File: src/rtl/rom_fetch_master_if.sv
// Single-port synchronous ROM/RAM request interface.
// The master presents a word-aligned byte address; the slave returns the
// addressed word one clock later.
interface if_ram_1way;
    logic [31:0] ram_addr;
    logic [31:0] ram_rdata;

    modport MASTER (
        output ram_addr,
        input  ram_rdata
    );

    modport SLAVE (
        input  ram_addr,
        output ram_rdata
    );
endinterface

File: src/rtl/rom_fetch_master.sv
// Instruction-fetch master.
// Walks a sequential PC over a one-cycle-latency ROM, keeps at most one read
// in flight and buffers up to two fetched words in a head/tail register pair
// so decode back-pressure never drops a word. A redirect flushes everything
// and restarts fetch at the (word-aligned) target.
module rom_fetch_master #(
    parameter logic [31:0] BOOT_ADDR = 32'h0000_0000
) (
    input  logic              clk,
    input  logic              rstn,
    if_ram_1way.MASTER        if_rom,
    input  logic              jmp_i,
    input  logic [31:0]       jmp_addr_i,
    output logic [31:0]       instr_o,
    output logic [31:0]       instr_addr_o,
    output logic              instr_valid_o,
    input  logic              instr_ready_i
);

    // Clear the two low address bits of a redirect target.
    function automatic logic [31:0] align_word(input logic [31:0] addr);
        return addr & 32'hFFFF_FFFC;
    endfunction

    // Architectural state
    logic [31:0] pc_r;
    logic        inflight_r;
    logic [31:0] inflight_addr_r;
    logic [31:0] head_addr_r;
    logic [31:0] head_data_r;
    logic [31:0] tail_addr_r;
    logic [31:0] tail_data_r;
    logic [1:0]  count_r;
    logic        valid_r;

    // Next-state values
    logic        pop_s;
    logic [1:0]  cnt_pop_s;
    logic [2:0]  occ_s;
    logic        issue_s;
    logic [31:0] head_addr_s;
    logic [31:0] head_data_s;
    logic [31:0] tail_addr_s;
    logic [31:0] tail_data_s;
    logic [1:0]  count_s;

    // Pop, occupancy, issue decision and FIFO next state (pop before push).
    always_comb begin
        pop_s       = valid_r & instr_ready_i;
        cnt_pop_s   = count_r - {1'b0, pop_s};
        occ_s       = {1'b0, cnt_pop_s} + {2'b00, inflight_r};
        issue_s     = (occ_s < 3'd2) && !jmp_i;
        head_addr_s = head_addr_r;
        head_data_s = head_data_r;
        tail_addr_s = tail_addr_r;
        tail_data_s = tail_data_r;
        count_s     = cnt_pop_s;
        if (pop_s) begin
            head_addr_s = tail_addr_r;
            head_data_s = tail_data_r;
        end else begin
            head_addr_s = head_addr_r;
            head_data_s = head_data_r;
        end
        if (inflight_r) begin
            if (cnt_pop_s == 2'd0) begin
                head_addr_s = inflight_addr_r;
                head_data_s = if_rom.ram_rdata;
            end else begin
                tail_addr_s = inflight_addr_r;
                tail_data_s = if_rom.ram_rdata;
            end
            count_s = cnt_pop_s + 2'd1;
        end else begin
            count_s = cnt_pop_s;
        end
    end

    // State update: async reset, redirect flush, otherwise issue/capture/pop.
    always_ff @(posedge clk or negedge rstn) begin
        if (!rstn) begin
            pc_r            <= BOOT_ADDR;
            inflight_r      <= 1'b0;
            inflight_addr_r <= 32'h0000_0000;
            head_addr_r     <= 32'h0000_0000;
            head_data_r     <= 32'h0000_0000;
            tail_addr_r     <= 32'h0000_0000;
            tail_data_r     <= 32'h0000_0000;
            count_r         <= 2'd0;
            valid_r         <= 1'b0;
        end else if (jmp_i) begin
            pc_r            <= align_word(jmp_addr_i);
            inflight_r      <= 1'b0;
            inflight_addr_r <= 32'h0000_0000;
            head_addr_r     <= 32'h0000_0000;
            head_data_r     <= 32'h0000_0000;
            tail_addr_r     <= 32'h0000_0000;
            tail_data_r     <= 32'h0000_0000;
            count_r         <= 2'd0;
            valid_r         <= 1'b0;
        end else begin
            if (issue_s) begin
                inflight_r      <= 1'b1;
                inflight_addr_r <= pc_r;
                pc_r            <= pc_r + 32'd4;
            end else begin
                inflight_r      <= 1'b0;
                inflight_addr_r <= inflight_addr_r;
                pc_r            <= pc_r;
            end
            head_addr_r <= head_addr_s;
            head_data_r <= head_data_s;
            tail_addr_r <= tail_addr_s;
            tail_data_r <= tail_data_s;
            count_r     <= count_s;
            valid_r     <= (count_s != 2'd0);
        end
    end

    assign if_rom.ram_addr = pc_r;
    assign instr_o         = head_data_r;
    assign instr_addr_o    = head_addr_r;
    assign instr_valid_o   = valid_r;

endmodule

File: src/flat_wrapper.sv
// flat-port wrapper written by rule: the top's interface ports become plain ports
module rom_fetch_master_flat 
#(
    parameter logic [31:0] BOOT_ADDR = 32'h0000_0000
)
  (clk, rstn, jmp_i, jmp_addr_i, instr_o, instr_addr_o, instr_valid_o, instr_ready_i, if_rom_ram_addr, if_rom_ram_rdata);
  if_ram_1way if_rom_i ();
  input  logic clk;
  input  logic rstn;
  input  logic jmp_i;
  input  logic [31:0] jmp_addr_i;
  output logic [31:0] instr_o;
  output logic [31:0] instr_addr_o;
  output logic instr_valid_o;
  input  logic instr_ready_i;
  output wire logic [$bits(if_rom_i.ram_addr)-1:0] if_rom_ram_addr;
  input wire logic [$bits(if_rom_i.ram_rdata)-1:0] if_rom_ram_rdata;
  assign if_rom_ram_addr = if_rom_i.ram_addr;
  assign if_rom_i.ram_rdata = if_rom_ram_rdata;
  rom_fetch_master #(.BOOT_ADDR(BOOT_ADDR)) u_core (.clk(clk), .rstn(rstn), .if_rom(if_rom_i), .jmp_i(jmp_i), .jmp_addr_i(jmp_addr_i), .instr_o(instr_o), .instr_addr_o(instr_addr_o), .instr_valid_o(instr_valid_o), .instr_ready_i(instr_ready_i));
endmodule
File: config.mk
export PLATFORM = sky130hd
export DESIGN_NAME = rom_fetch_master_flat
export DESIGN_NICKNAME = d
export VERILOG_FILES = /design/src/rtl/rom_fetch_master_if.sv /design/src/rtl/rom_fetch_master.sv /design/src/flat_wrapper.sv
export SDC_FILE = /design/constraint.sdc
export NUM_CORES = 1
export LEC_CHECK = 0
export CORE_ASPECT_RATIO = 0.7
export CORE_MARGIN = 5
export CORE_UTILIZATION = 35
export DETAILED_ROUTE_END_ITERATION = 8
export PLACE_DENSITY = 0.7
export SKIP_LAST_GASP = 1
export SYNTH_ARGS = -nofsm -noshare
export SYNTH_HDL_FRONTEND = slang
export SYNTH_SLANG_ARGS = --single-unit
File: constraint.sdc
create_clock -name clk -period 2.57 [get_ports clk]
set_clock_uncertainty 0.2 [all_clocks]
set_input_delay 0.257 -clock clk [delete_from_list [all_inputs] [get_ports clk]]
set_output_delay 0.257 -clock clk [all_outputs]
set_load 0.005 [all_outputs]
# ---- Word level (Yosys, flattened, before mapping)
# Index checks and enable logic that the tools add are counted.
dict set report word_totals {
  output_inout_bits 97
  register_bits 196
}
dict set report op_classes {
  n_mux 23
  n_bitwise 1
  n_addsub 4
  n_eq_ne 1
  reduce_logical 7
  n_lt_le_gt_ge 1
}
# op count
set ops {}
lappend ops {{$mux 32} 18}
lappend ops {{$add 32x3->32 const B} 1}
lappend ops {{$reduce_bool 2->1} 3}
lappend ops {{$mux 2} 2}
lappend ops {{$add 2x1->3} 1}
lappend ops {{$lt 3x2->1 const B} 1}
lappend ops {{$mux 1} 3}
lappend ops {{$add 2x1->2 const B} 1}
lappend ops {{$logic_not 2->1} 1}
lappend ops {{$ne 2x2->1 const B} 1}
lappend ops {{$reduce_and 2->1} 1}
lappend ops {{$sub 2x1->2} 1}
lappend ops {{$and 1x1->1} 1}
lappend ops {{$logic_and 1x1->1} 1}
lappend ops {{$logic_not 1->1} 1}

# ---- Longest topological paths before layout
# Gate-level depths: netlist of run 1.
dict set report logic_depth {
  depth_word 7
  depth_mapped 12
  ltp_nobuf 9
}

# ---- Worst setup path before layout of run 1
# No wires, ideal clock.
dict set report synth_path {
  kind {register to register}
  from {register u_core.valid_r (netlist: u_core.instr_valid_o)}
  to {register u_core.pc_r[25] (netlist: u_core.if_rom.ram_addr[25])}
  required_ps 2238
  t_arrival_ps 2513
  path_slack_ps -275
  n_path_buf 3
  path_stages_with_launch 13
  cell_sequence {dfrtp_1 -> clkbuf_1 -> nand2_1 -> clkbuf_1 -> xor2_1 -> inv_1 -> ha_1 -> and4b_1 -> nand2_1 -> buf_1 -> nor4_2 -> xnor2_1 -> o21ai_1}
}
dict set report synth_via {
  elab_chain_len 6
}
# item line_no
set synth_rtl {}
lappend synth_rtl {{start, declared} rom_fetch_master.sv:34} ;# logic valid_r;
lappend synth_rtl {{start signal, assigned} rom_fetch_master.sv:116} ;# valid_r <= (count_s != 2'd0);
lappend synth_rtl {{$and 1x1->1} rom_fetch_master.sv:49} ;# pop_s = valid_r & instr_ready_i;
lappend synth_rtl {{$sub 2x1->2} rom_fetch_master.sv:50} ;# cnt_pop_s = count_r - {1'b0, pop_s};
lappend synth_rtl {{$add 2x1->3} rom_fetch_master.sv:51} ;# occ_s = {1'b0, cnt_pop_s} + {2'b00, inflight_r};
lappend synth_rtl {{$lt 3x2->1} rom_fetch_master.sv:52} ;# issue_s = (occ_s < 3'd2) && !jmp_i;
lappend synth_rtl {{$logic_and 1x1->1} rom_fetch_master.sv:52}
lappend synth_rtl {{$reduce_bool 2->1 (no line)} --}
lappend synth_rtl {{end signal, assigned} rom_fetch_master.sv:92} ;# pc_r <= align_word(jmp_addr_i);
lappend synth_rtl {{end signal, assigned} rom_fetch_master.sv:105} ;# pc_r <= pc_r + 32'd4;
lappend synth_rtl {{end signal, assigned} rom_fetch_master.sv:109} ;# pc_r <= pc_r;
lappend synth_rtl {{end, declared} rom_fetch_master.sv:26} ;# logic [31:0] pc_r;
# No other way between the ends.
# A chain may end at the register's enable or synchronous reset.

# ---- Worst setup path after layout of run 1
dict set report layout_path {
  from {register u_core.valid_r (netlist: u_core.instr_valid_o)}
  to {register u_core.pc_r[29] (netlist: u_core.if_rom.ram_addr[29])}
}
# The elaborated chain is that of the path after synthesis.

==> out/qor.csv, run 1 <==
stage,metric,value,unit
cts,"Reg clk slew, reported paths",80,ps
synthesis,syn avg cell area,8.91,um^2
place,HPWL Detailed,16.9,mm
synthesis,Mapped Area,0.00887,mm^2
synthesis,library cells used by synthesis,51,
floorplanning,Initial Utilization,0.358,
detailed_routing,vias per cell,5.32,
power_and_ir_drop,total power,0.0120,W
setup_path,CP max stage cell,dfrtp_2,
synthesis,sequential area share after synthesis,0.541,
detailed_routing,Post-DRT Antenna Nets,0,
sta,slew margin rel.,0.482,
synthesis,Ys Warns,0,
place,IO buf count,160,
grt,All-Layer GR Usage,0.181,
sta,fmax,411,MHz
status,status,completed,
layout,Multi-input gate area,0.00374,mm^2
setup_path,critical setup path kind,flop to flop,
setup_path,"Largest stage delay, worst path",430,ps
setup_path,crit-path cells,nand2_2 > xor2_2 > inv_1 > ha_2 > and4b_1 > nand2_1 > buf_12 > nor4b_4 > xor2_1 > mux2_2,
synthesis,Mapped Cells,996,
sta,Final Hold Viols,0,
grt,vias in the first global route,7591,
detailed_routing,WL/cell,17.5,um
synthesis,"Top FF cell, synth",dfrtp_1,
sta,final setup vio count,0,
power_and_ir_drop,NetSw,0.00458,W
place,placed cell area,0.0110,mm^2
cts,Clock Sinks,192,
setup_path,worst path required time,2690,ps
detailed_routing,1st-pass router iterations,5,
grt,largest net degree at the start of global routing,84,
place,routability cong.,0.833,
floorplanning,core area,0.0248,mm^2
layout,antenna diode count,0,
power_and_ir_drop,sequential share of power,0.376,
sta,Final Max Slew Viols,0,
sta,Tcrit/Tclk final,0.948,
detailed_routing,DRC Markers,0,
layout,final-layout fill cell count,2368,
sta,slew of the pin with the lowest slew margin,777,ps
layout,layout cell share with drive strength beyond 1,0.0844,
power_and_ir_drop,Internal Dissipation,0.00740,W
sta,RSZ-0062 raised after global routing,no,
grt,first-pass GRT wire length,42.2,mm
hold_path,Tightest Hold Check Type,primary input to flop,
setup_path,CP top delay family,simple AND/OR/NAND/NOR gates,
detailed_routing,DR vias,7778,
grt,initial antenna violation count,0,
power_and_ir_drop,pwr dens,1030,mW/mm^2
cts,CTS buffer count,17,
synthesis,number of synthesized flops with an enable pin,0,
synthesis,Synth Register Bits,192,
layout,Final Cell Area,0.0116,mm^2
setup_path,CP Buf/Inv Count,2,
cts,clk_lat worst skew,440,ps
floorplanning,die area,0.0287,mm^2
floorplanning,Top Ports,165,
setup_path,CP Launch Type,flop,
power_and_ir_drop,leakage,4.69,nW
cts,CTS tree,built,
grt,total grt overflow,0,
layout,Final #Nets,1196,
power_and_ir_drop,peak supply drop,0.519,mV
layout,Reg area,0.00481,mm^2
sta,Setup TNS,0,ps
cts,# H-tree levels,4,
floorplanning,FP Rows,48,
setup_path,CP endpoint kind,flop,
power_and_ir_drop,Net Sw Frac,0.383,
power_and_ir_drop,Combinational Power Share,0.399,
detailed_routing,1st-iter DRT viols,613,
detailed_routing,Routed Wire Length,25.6,mm
power_and_ir_drop,Clk pwr share,0.224,
floorplanning,die height,143,um
synthesis,Synth async-reset ratio,1.00,
setup_path,WP data arrival,2560,ps
floorplanning,chip width,200,um
cts,Longest Clk Path Bufs,2,
setup_path,crit path max fanout,11,
cts,Root Buffer,clkbuf_16,
sta,Final min period,2440,ps
layout,Layout area overhead,30.7,%
flow_run,Max Cap Viol,0,
[power by group through the flow]
stage	sequential [W]	clock, W	combinational [W]
after floorplan	0.00445	0	0.00240
after global placement	0.00453	0	0.00470
after detailed placement	0.00456	0	0.00479
after CTS	0.00451	0.00276	0.00481
after global routing	0.00463	0.00291	0.00529
final	0.00451	0.00269	0.00479
[through the flow]
| stage | hold WS [ps] | worst slack [ps] | utilization | instances |
|---|---|---|---|---|
| floorplan | -239 | -18.4 | - | 997 |
| global placement | -0.0440 | 45.3 | 0.442 | 1429 |
| detailed placement | 3.38 | 58.7 | 0.442 | 1429 |
| CTS | 49.3 | 2.06 | 0.466 | 1462 |
| global route | 63.6 | 10.9 | 0.467 | 1463 |
| finish | 73.9 | 135 | 0.467 | 1463 |
[cells in the final DEF (no fill, tap or decap), types with 8 or more instances in the layout]
| cell type | count |
|---|---|
| nand2_1 | 284 |
| dfrtp_1 | 191 |
| clkdlybuf4s50_1 | 157 |
| a21oi_1 | 96 |
| nor2_1 | 70 |
| nand3_1 | 70 |
| a311oi_1 | 62 |
| xnor2_1 | 23 |
| buf_4 | 23 |
| clkbuf_16 | 17 |
| o21ai_0 | 16 |
| buf_12 | 11 |
| inv_1 | 9 |
| o21ai_1 | 8 |
| nor4_2 | 8 |
[synth_stat cells, types with 2 or more instances]
master | number | share of area
or2_2 | 2 | 0.0014
buf_4 | 2 | 0.0017
nand4b_1 | 2 | 0.0020
nand4_1 | 6 | 0.0042
xor2_1 | 2 | 0.0020
o21ai_0 | 16 | 0.0090
a311oi_1 | 62 | 0.061
nor2_1 | 71 | 0.030
inv_1 | 9 | 0.0038
a31oi_1 | 2 | 0.0014
and3_1 | 3 | 0.0021
nor3_1 | 7 | 0.0039
a21oi_1 | 96 | 0.054
mux2i_1 | 3 | 0.0034
nor2b_1 | 3 | 0.0021
nor4_2 | 8 | 0.011
buf_1 | 12 | 0.0051
nand3_1 | 70 | 0.039
ha_1 | 3 | 0.0042
xnor2_1 | 23 | 0.023
nand2_1 | 286 | 0.12
nor3b_1 | 3 | 0.0025
dfrtp_1 | 192 | 0.54
o21ai_1 | 8 | 0.0045
nand2b_1 | 2 | 0.0014
clkbuf_1 | 71 | 0.030
mux2_2 | 2 | 0.0025
nor4_1 | 7 | 0.0049
[metal layers]
metal  routed length [um]  GRT usage  part of all wire  vias up
met1                12300      0.267              0.48     3829
met5                    0          0                 0        -
met4                  201     0.0398            0.0078        0
met3                 1690     0.0449             0.066       20
li1                     -          -                 -     3677
met2                11500      0.271              0.45      252
[logic make-up (layout without fill, tap and decap cells)]
family          Yosys count  count (layout)  share of synthesized area
buf+inv                  96             237                     0.0424
mux                       5               5                    0.00592
flops                   192             192                      0.541
simple gates            482             482                      0.241
xor+xnor                 26              26                     0.0265
compound gates          191             191                      0.138
fa+ha+maj                 3               3                    0.00423
other cells               1               2                   0.000423
[what timing repair did]
| item | CTS | global route |
|---|---|---|
| hold buffers | 1 | 0 |
| endpoints found under the hold margin | 192 | 0 |
| gates resized for setup | 1 | 3 |
| setup buffers | 0 | 1 |
| endpoints found under the setup margin | 1 | 18 |
[worst register-to-register path: cells and delay by family (launching register included)]
kind                     cells  cell delay [ps]
adder cells (fa/ha/maj)      1              200
multiplexers                 1              270
AND/OR/NAND/NOR              4              750
buffers and inverters        2              230
flip-flops                   1              430
XOR/XNOR                     2              250
[flip-flops by register name (all words and copies together) (netlist names)]
| signal | flops |
|---|---|
| u_core.inflight_r | 1 |
| u_core.inflight_addr_r | 31 |
| u_core.instr_addr_o | 32 |
| u_core.tail_data_r | 32 |
| u_core.if_rom.ram_addr | 30 |
| u_core.instr_o | 32 |
| u_core.instr_valid_o | 1 |
| u_core.count_r | 2 |
| u_core.tail_addr_r | 31 |
[final timing paths]
path	from	end	slack (ps)	depth (start not counted)
setup / recovery	u_core.instr_valid_o$_DFF_PN0_	u_core.if_rom.ram_addr[29]$_DFFE_PN0P_	130	10
hold / removal	instr_ready_i	u_core.instr_addr_o[16]$_DFF_PN0_	70	4
setup reg to reg	u_core.instr_valid_o$_DFF_PN0_	u_core.if_rom.ram_addr[29]$_DFFE_PN0P_	130	10
hold reg to reg	u_core.tail_addr_r[22]$_DFFE_PN0P_	u_core.tail_addr_r[22]$_DFFE_PN0P_	320	2
max in group asynchronous	rstn	u_core.if_rom.ram_addr[26]$_DFFE_PN0P_	1380	3
min in group asynchronous	rstn	u_core.inflight_addr_r[22]$_DFFE_PN0P_	100	2
[cell type report]
type                       count  share of cell area
sequential                   192               0.415
multi-input combinational    709               0.322
timing repair buffer         196               0.174
clock buffer                  17              0.0367
tap                          325              0.0351
clock inverter                15              0.0146
inverter                       9             0.00291
Power figures use the tool's default switching activity.
==> run 2: changes to the inputs <==
--- a/config.mk
+++ b/config.mk
@@ -10,6 +10,7 @@
 export CORE_UTILIZATION = 35
 export DETAILED_ROUTE_END_ITERATION = 8
 export PLACE_DENSITY = 0.7
+export RECOVER_POWER = 50
 export SKIP_LAST_GASP = 1
 export SYNTH_ARGS = -nofsm -noshare
 export SYNTH_HDL_FRONTEND = slang
==> run 2 against run 1 <==
Hold slack got worse by 1.9 ps. Largest power group unchanged. Combinational power decreased by 3%. Cell area decreased by 0.37%. Total power decreased by 1.1%. Critical path depth unchanged. Worst setup slack got worse by 1.0 ps. Cell count unchanged. Utilization decreased by 0.17 points. Clock-buffer cell count unchanged. Global-route usage unchanged.
==> out/qor.csv, run 2 (synthesis results as in run 1) <==
stage,metric,value,unit,change
status,status,completed,,
setup_path,CP Buf/Inv Count,2,,unchanged
detailed_routing,DRC Markers,0,,unchanged
layout,Layout area overhead,30.2,%,
setup_path,crit path max fanout,11,,unchanged
place,IO buf count,160,,unchanged
detailed_routing,WL met3,1.64,mm,-3.1%
sta,Final Hold Viols,0,,unchanged
grt,largest net degree at the start of global routing,84,,unchanged
detailed_routing,1st-pass router iterations,4,,-1
layout,"most common cell after layout, fill and taps aside",nand2_1,,
hold_path,WHS Path Cells,4,,unchanged
setup_path,CP endpoint kind,flop,,
cts,Root Buffer,clkbuf_16,,
setup_path,Worst R2R End,u_core.if_rom.ram_addr[29]$_DFFE_PN0P_,,
detailed_routing,vias per cell,5.32,,+0.10%
setup_path,CP max stage cell,dfrtp_2,,
layout,most frequent cells in the layout,"nand2_1, dfrtp_1, clkdlybuf4s50_1",,
detailed_routing,Routed Wire Length,25.6,mm,about the same
grt,All-Layer GR Usage,0.181,,unchanged
layout,Final Core Density,0.466,,-0.00172
floorplanning,Initial Utilization,0.358,,unchanged
detailed_routing,1st-iter DRT viols,667,,+8.8%
sta,slew margin rel.,0.368,,-0.114
cts,clk_lat worst skew,430,ps,about the same
grt,first-pass GRT wire length,42.2,mm,unchanged
place,pre-CTS setup slack,58.7,ps,unchanged
flow_run,Max Cap Viol,0,,unchanged
sta,Tcrit/Tclk final,0.948,,about the same
layout,layout cell share with drive strength beyond 1,0.0835,,-0.000879
setup_path,"Largest stage delay, worst path",430,ps,about the same
setup_path,R2R depth,10,,unchanged
grt,total grt overflow,0,,unchanged
hold_path,Tightest Hold Check Type,primary input to flop,,
cts,Clock Sinks,192,,unchanged
grt,vias in the first global route,7591,,unchanged
sta,final setup vio count,0,,unchanged
cts,CTS buffer count,17,,unchanged
cts,Longest Clk Path Bufs,2,,unchanged
place,HPWL Detailed,16.9,mm,unchanged
detailed_routing,met2 wire length,11.5,mm,+0.35%
detailed_routing,highest metal used,met4,,
setup_path,CP top delay family,simple AND/OR/NAND/NOR gates,,
power_and_ir_drop,peak supply drop,0.519,mV,about the same
hold_path,hold path start,instr_ready_i,,
detailed_routing,Post-DRT Antenna Nets,0,,unchanged
detailed_routing,WL met1,12.2,mm,-0.23%
sta,RSZ-0062 raised after global routing,no,,
sta,Final min period,2440,ps,+1.03 ps
sta,min setup slack post-route,134,ps,-1.03 ps
place,routability cong.,0.833,,unchanged
setup_path,crit-path cells,nand2_2 > xor2_2 > inv_1 > ha_2 > and4b_1 > nand2_1 > buf_12 > nor4b_4 > xor2_1 > mux2_2,,
cts,"Reg clk slew, reported paths",80,ps,about the same
floorplanning,die area,0.0287,mm^2,unchanged
setup_path,FF-to-FF Start,u_core.instr_valid_o$_DFF_PN0_,,
floorplanning,FP Rows,48,,unchanged
setup_path,critical setup path kind,flop to flop,,
floorplanning,die height,143,um,unchanged
floorplanning,chip width,200,um,unchanged
floorplanning,core area,0.0248,mm^2,unchanged
sta,fmax,410,MHz,about the same
cts,CTS tree,built,,
power_and_ir_drop,pwr dens,1030,mW/mm^2,-0.73%
setup_path,CP Launch Type,flop,,
detailed_routing,DR vias,7786,,+0.10%
floorplanning,Top Ports,165,,unchanged
power_and_ir_drop,leakage,4.80,nW,+2.3%
grt,initial antenna violation count,0,,unchanged
setup_path,worst path required time,2690,ps,about the same
sta,Final Max Slew Viols,0,,unchanged
layout,Final #Nets,1196,,unchanged
hold_path,Hold Path End,u_core.instr_addr_o[16]$_DFF_PN0_,,
sta,slew of the pin with the lowest slew margin,947,ps,+171 ps
detailed_routing,WL/cell,17.5,um,about the same
cts,# H-tree levels,4,,unchanged
setup_path,WP data arrival,2560,ps,about the same
setup_path,Reg2Reg Setup Slack,130,ps,about the same
layout,antenna diode count,0,,unchanged
run 2: repair_timing:
| item | in CTS | in global routing |
|---|---|---|
| hold buffers | 1 | 0 |
| gates resized for setup | 1 | 3 |
| endpoints found under the setup margin | 1 | 18 |
| setup buffers | 0 | 1 |
| hold endpoints to repair | 192 | 0 |
run 2: report_power, final:
part | leakage [nW] | switching, W | total, W | internal (W)
registers | 2.55 | 0.000623 | 0.00450 | 0.00387
logic | 1.95 | 0.00266 | 0.00466 | 0.00200
clock network | 0.293 | 0.00131 | 0.00270 | 0.00139
run 2: through the flow:
stage	total power [W]	hold slack [ps]	std cells	setup TNS [ps]	area [um^2]
final	0.0119	72.0	1463	0	11600
after global routing	0.0127	63.6	1463	0	11600
after CTS	0.0121	49.3	1462	0	11600
after detailed placement	0.00934	3.38	1429	0	11000
after global placement	0.00922	-0.0440	1429	0	11000
after floorplan	0.00685	-239	997	-53.7	8890
run 2: area by class of cell:
cell class                      count  area (um^2)
Sequential cell                   192         4810
Clock inverter                     15          169
Clock buffer                       17          425
Inverter                            9         33.8
Timing Repair Buffer              196         1970
Tap cell                          325          407
Fill cell                        2374        13300
Multi-Input combinational cell    709         3740
run 2: worst max-delay path by stage:
stage / from / end / slack [ps] / cells after the start
3_3_place_gp: u_core.instr_valid_o$_DFF_PN0_ / u_core.if_rom.ram_addr[16]$_DFFE_PN0P_ / 50 / 9
5_1_grt: u_core.instr_valid_o$_DFF_PN0_ / u_core.if_rom.ram_addr[29]$_DFFE_PN0P_ / 10 / 10
3_5_place_dp: u_core.instr_valid_o$_DFF_PN0_ / u_core.if_rom.ram_addr[14]$_DFFE_PN0P_ / 60 / 9
2_1_floorplan: u_core.instr_valid_o$_DFF_PN0_ / u_core.if_rom.ram_addr[15]$_DFFE_PN0P_ / -20 / 12
6_report: u_core.instr_valid_o$_DFF_PN0_ / u_core.if_rom.ram_addr[29]$_DFFE_PN0P_ / 130 / 10
4_1_cts: u_core.instr_valid_o$_DFF_PN0_ / u_core.if_rom.ram_addr[14]$_DFFE_PN0P_ / 2 / 9
run 2: worst reg2reg max path: cells and delay by family, from the launching register on:
family	cells	cell delay, ps
simple gates	4	750
flops	1	430
mux	1	270
xor+xnor	2	250
buf+inv	2	230
fa+ha+maj	1	200
run 2: per-layer routing:
layer	vias to the layer above	global-route usage
met3	21	0.0449
met2	244	0.271
met1	3837	0.267
met5	-	0
met4	0	0.0398
li1	3684	-
==> RTL edit (settings of run 2) <==
Reset style: synchronous (`rstn`), changed in one clocked block. Comments in the files are not updated.
--- a/src/rtl/rom_fetch_master.sv
+++ b/src/rtl/rom_fetch_master.sv
@@ -79,3 +79,3 @@
     // State update: async reset, redirect flush, otherwise issue/capture/pop.
-    always_ff @(posedge clk or negedge rstn) begin
+    always_ff @(posedge clk) begin
         if (!rstn) begin
Function: differs if rstn is asserted again (counterexample within 4 cycles, from zero or initial values and one cycle with rstn low); with rstn held inactive, the same outputs for 4 cycles.
==> RTL edit against run 2 <==
Synthesized area decreased by 11%. Critical path depth unchanged. First-iteration DRC count decreased by 17%. Sequential cell count decreased by 2. Global-route usage decreased by 0.081 points. Final area decreased by 8.4%. Non-clock buffer count increased by 15. Wire length decreased by 9.0%. Setup slack improved by 29 ps.
Power is not compared: it rests on default switching activity, and its combinational part moved more than twofold at a synthesized area within 25%.
==> RTL edit: results (changes against run 2) <==
Outcome
  – Status: finished clean

Clock network
  – Cts repair resizes: 0 (-1)

Worst setup path
  – R2R setup slack: 160 ps (+30 ps)
  – Reg2Reg Depth: 10 (unchanged)
  – Worst Path Max Fanout: 12 (+1)
  – Worst flop-to-flop path endpoint: u_core.if_rom.ram_addr[17]
  – CP peak stage delay: 370 ps (-60 ps)
  – Crit path from: u_core.instr_valid_o
  – Slowest cell on crit path: or3_1

Synthesis
  – Gate Count Post-Synth: 1,018 (+2.2%)
  – Compound-Gate Fraction of Synth Area: 18.2% (+4.4 points)
  – XOR/XNOR share of the synthesized area: 1.11% (-1.5 points)
  – Register area share after synthesis: 48.3% (-5.8 points)
  – Post-synthesis mux area share: 0% (-0.59 points)
  – Ys async rst share: 0% (-100 points)
  – Netlist cell types: 46 (-9.8%)
  – Post-synthesis adder-cell area fraction: 0.477% (+0.054 points)

Global route
  – Largest net degree at the start of global routing: 65 (-23%)
  – Number of global-route vias before repair: 7,240 (-4.6%)
  – GRT Total Usage: 18.0% (-0.081 points)
  – Routing usage on met1: 26.0% (-0.66 points)
  – Global routing usage on met2: 26.9% (-0.16 points)
  – First-pass GRT wire length: 37,800 um (-10%)

Drt
  – WL met2: 10,200 um (-12%)
  – Wirelength per Cell: 16.0 um (-8.8%)
  – 1st-iter DRT viols: 552 (-17%)
  – Met3 wire length: 1480 um (-9.4%)
  – Met1 wire length: 11,400 um (-6.7%)
  – Via/cell ratio: 5.29 (-0.64%)

Layout
  – Final net count: 1,235 (+3.3%)
  – Number of diodes: 0 (unchanged)
  – Layout Cells excl Fill: 1,459 (-0.27%)

Placement
  – DP Wirelength: 15,900 um (-5.8%)
  – Post-Place Worst Slack: -205 ps (-264 ps)
  – RD Place Congestion: 0.904 (+8.5%)

STA
  – Hold Slack: 207 ps (+135 ps)
  – Worst-Margin Slew: 793 ps (-154 ps)

Hold path
  – WHS Endpoint: u_core.tail_data_r[30]
  – Hold Crit Start: if_rom_ram_rdata[30]
  – Hold Path Stages: 3 (-1)
## RTL edit: where the power goes
part           leakage, nW  switching [W]  internal (W)  total, W
Combinational         1.96       0.000461      0.000377  0.000838
Clock                0.287        0.00125       0.00147   0.00272
Sequential            1.54       0.000104       0.00305   0.00315
## RTL edit: area by class of cell
cell class | instances | area, um2
Tap cell | 282 | 353
Fill cell | 2138 | 11300
Clock buffer | 17 | 425
Multi-Input combinational cell | 738 | 3780
Inverter | 6 | 22.5
Sequential cell | 190 | 3800
Clock inverter | 15 | 183
Timing Repair Buffer | 211 | 2010
## RTL edit: worst max path at each step
stage                                  to  slack [ps]
2_1_floorplan  u_core.if_rom.ram_addr[30]           6
3_3_place_gp   u_core.if_rom.ram_addr[17]        -180
3_5_place_dp   u_core.if_rom.ram_addr[17]        -210
4_1_cts        u_core.if_rom.ram_addr[17]         160
5_1_grt            u_core.tail_addr_r[19]          40
6_report       u_core.if_rom.ram_addr[17]         160
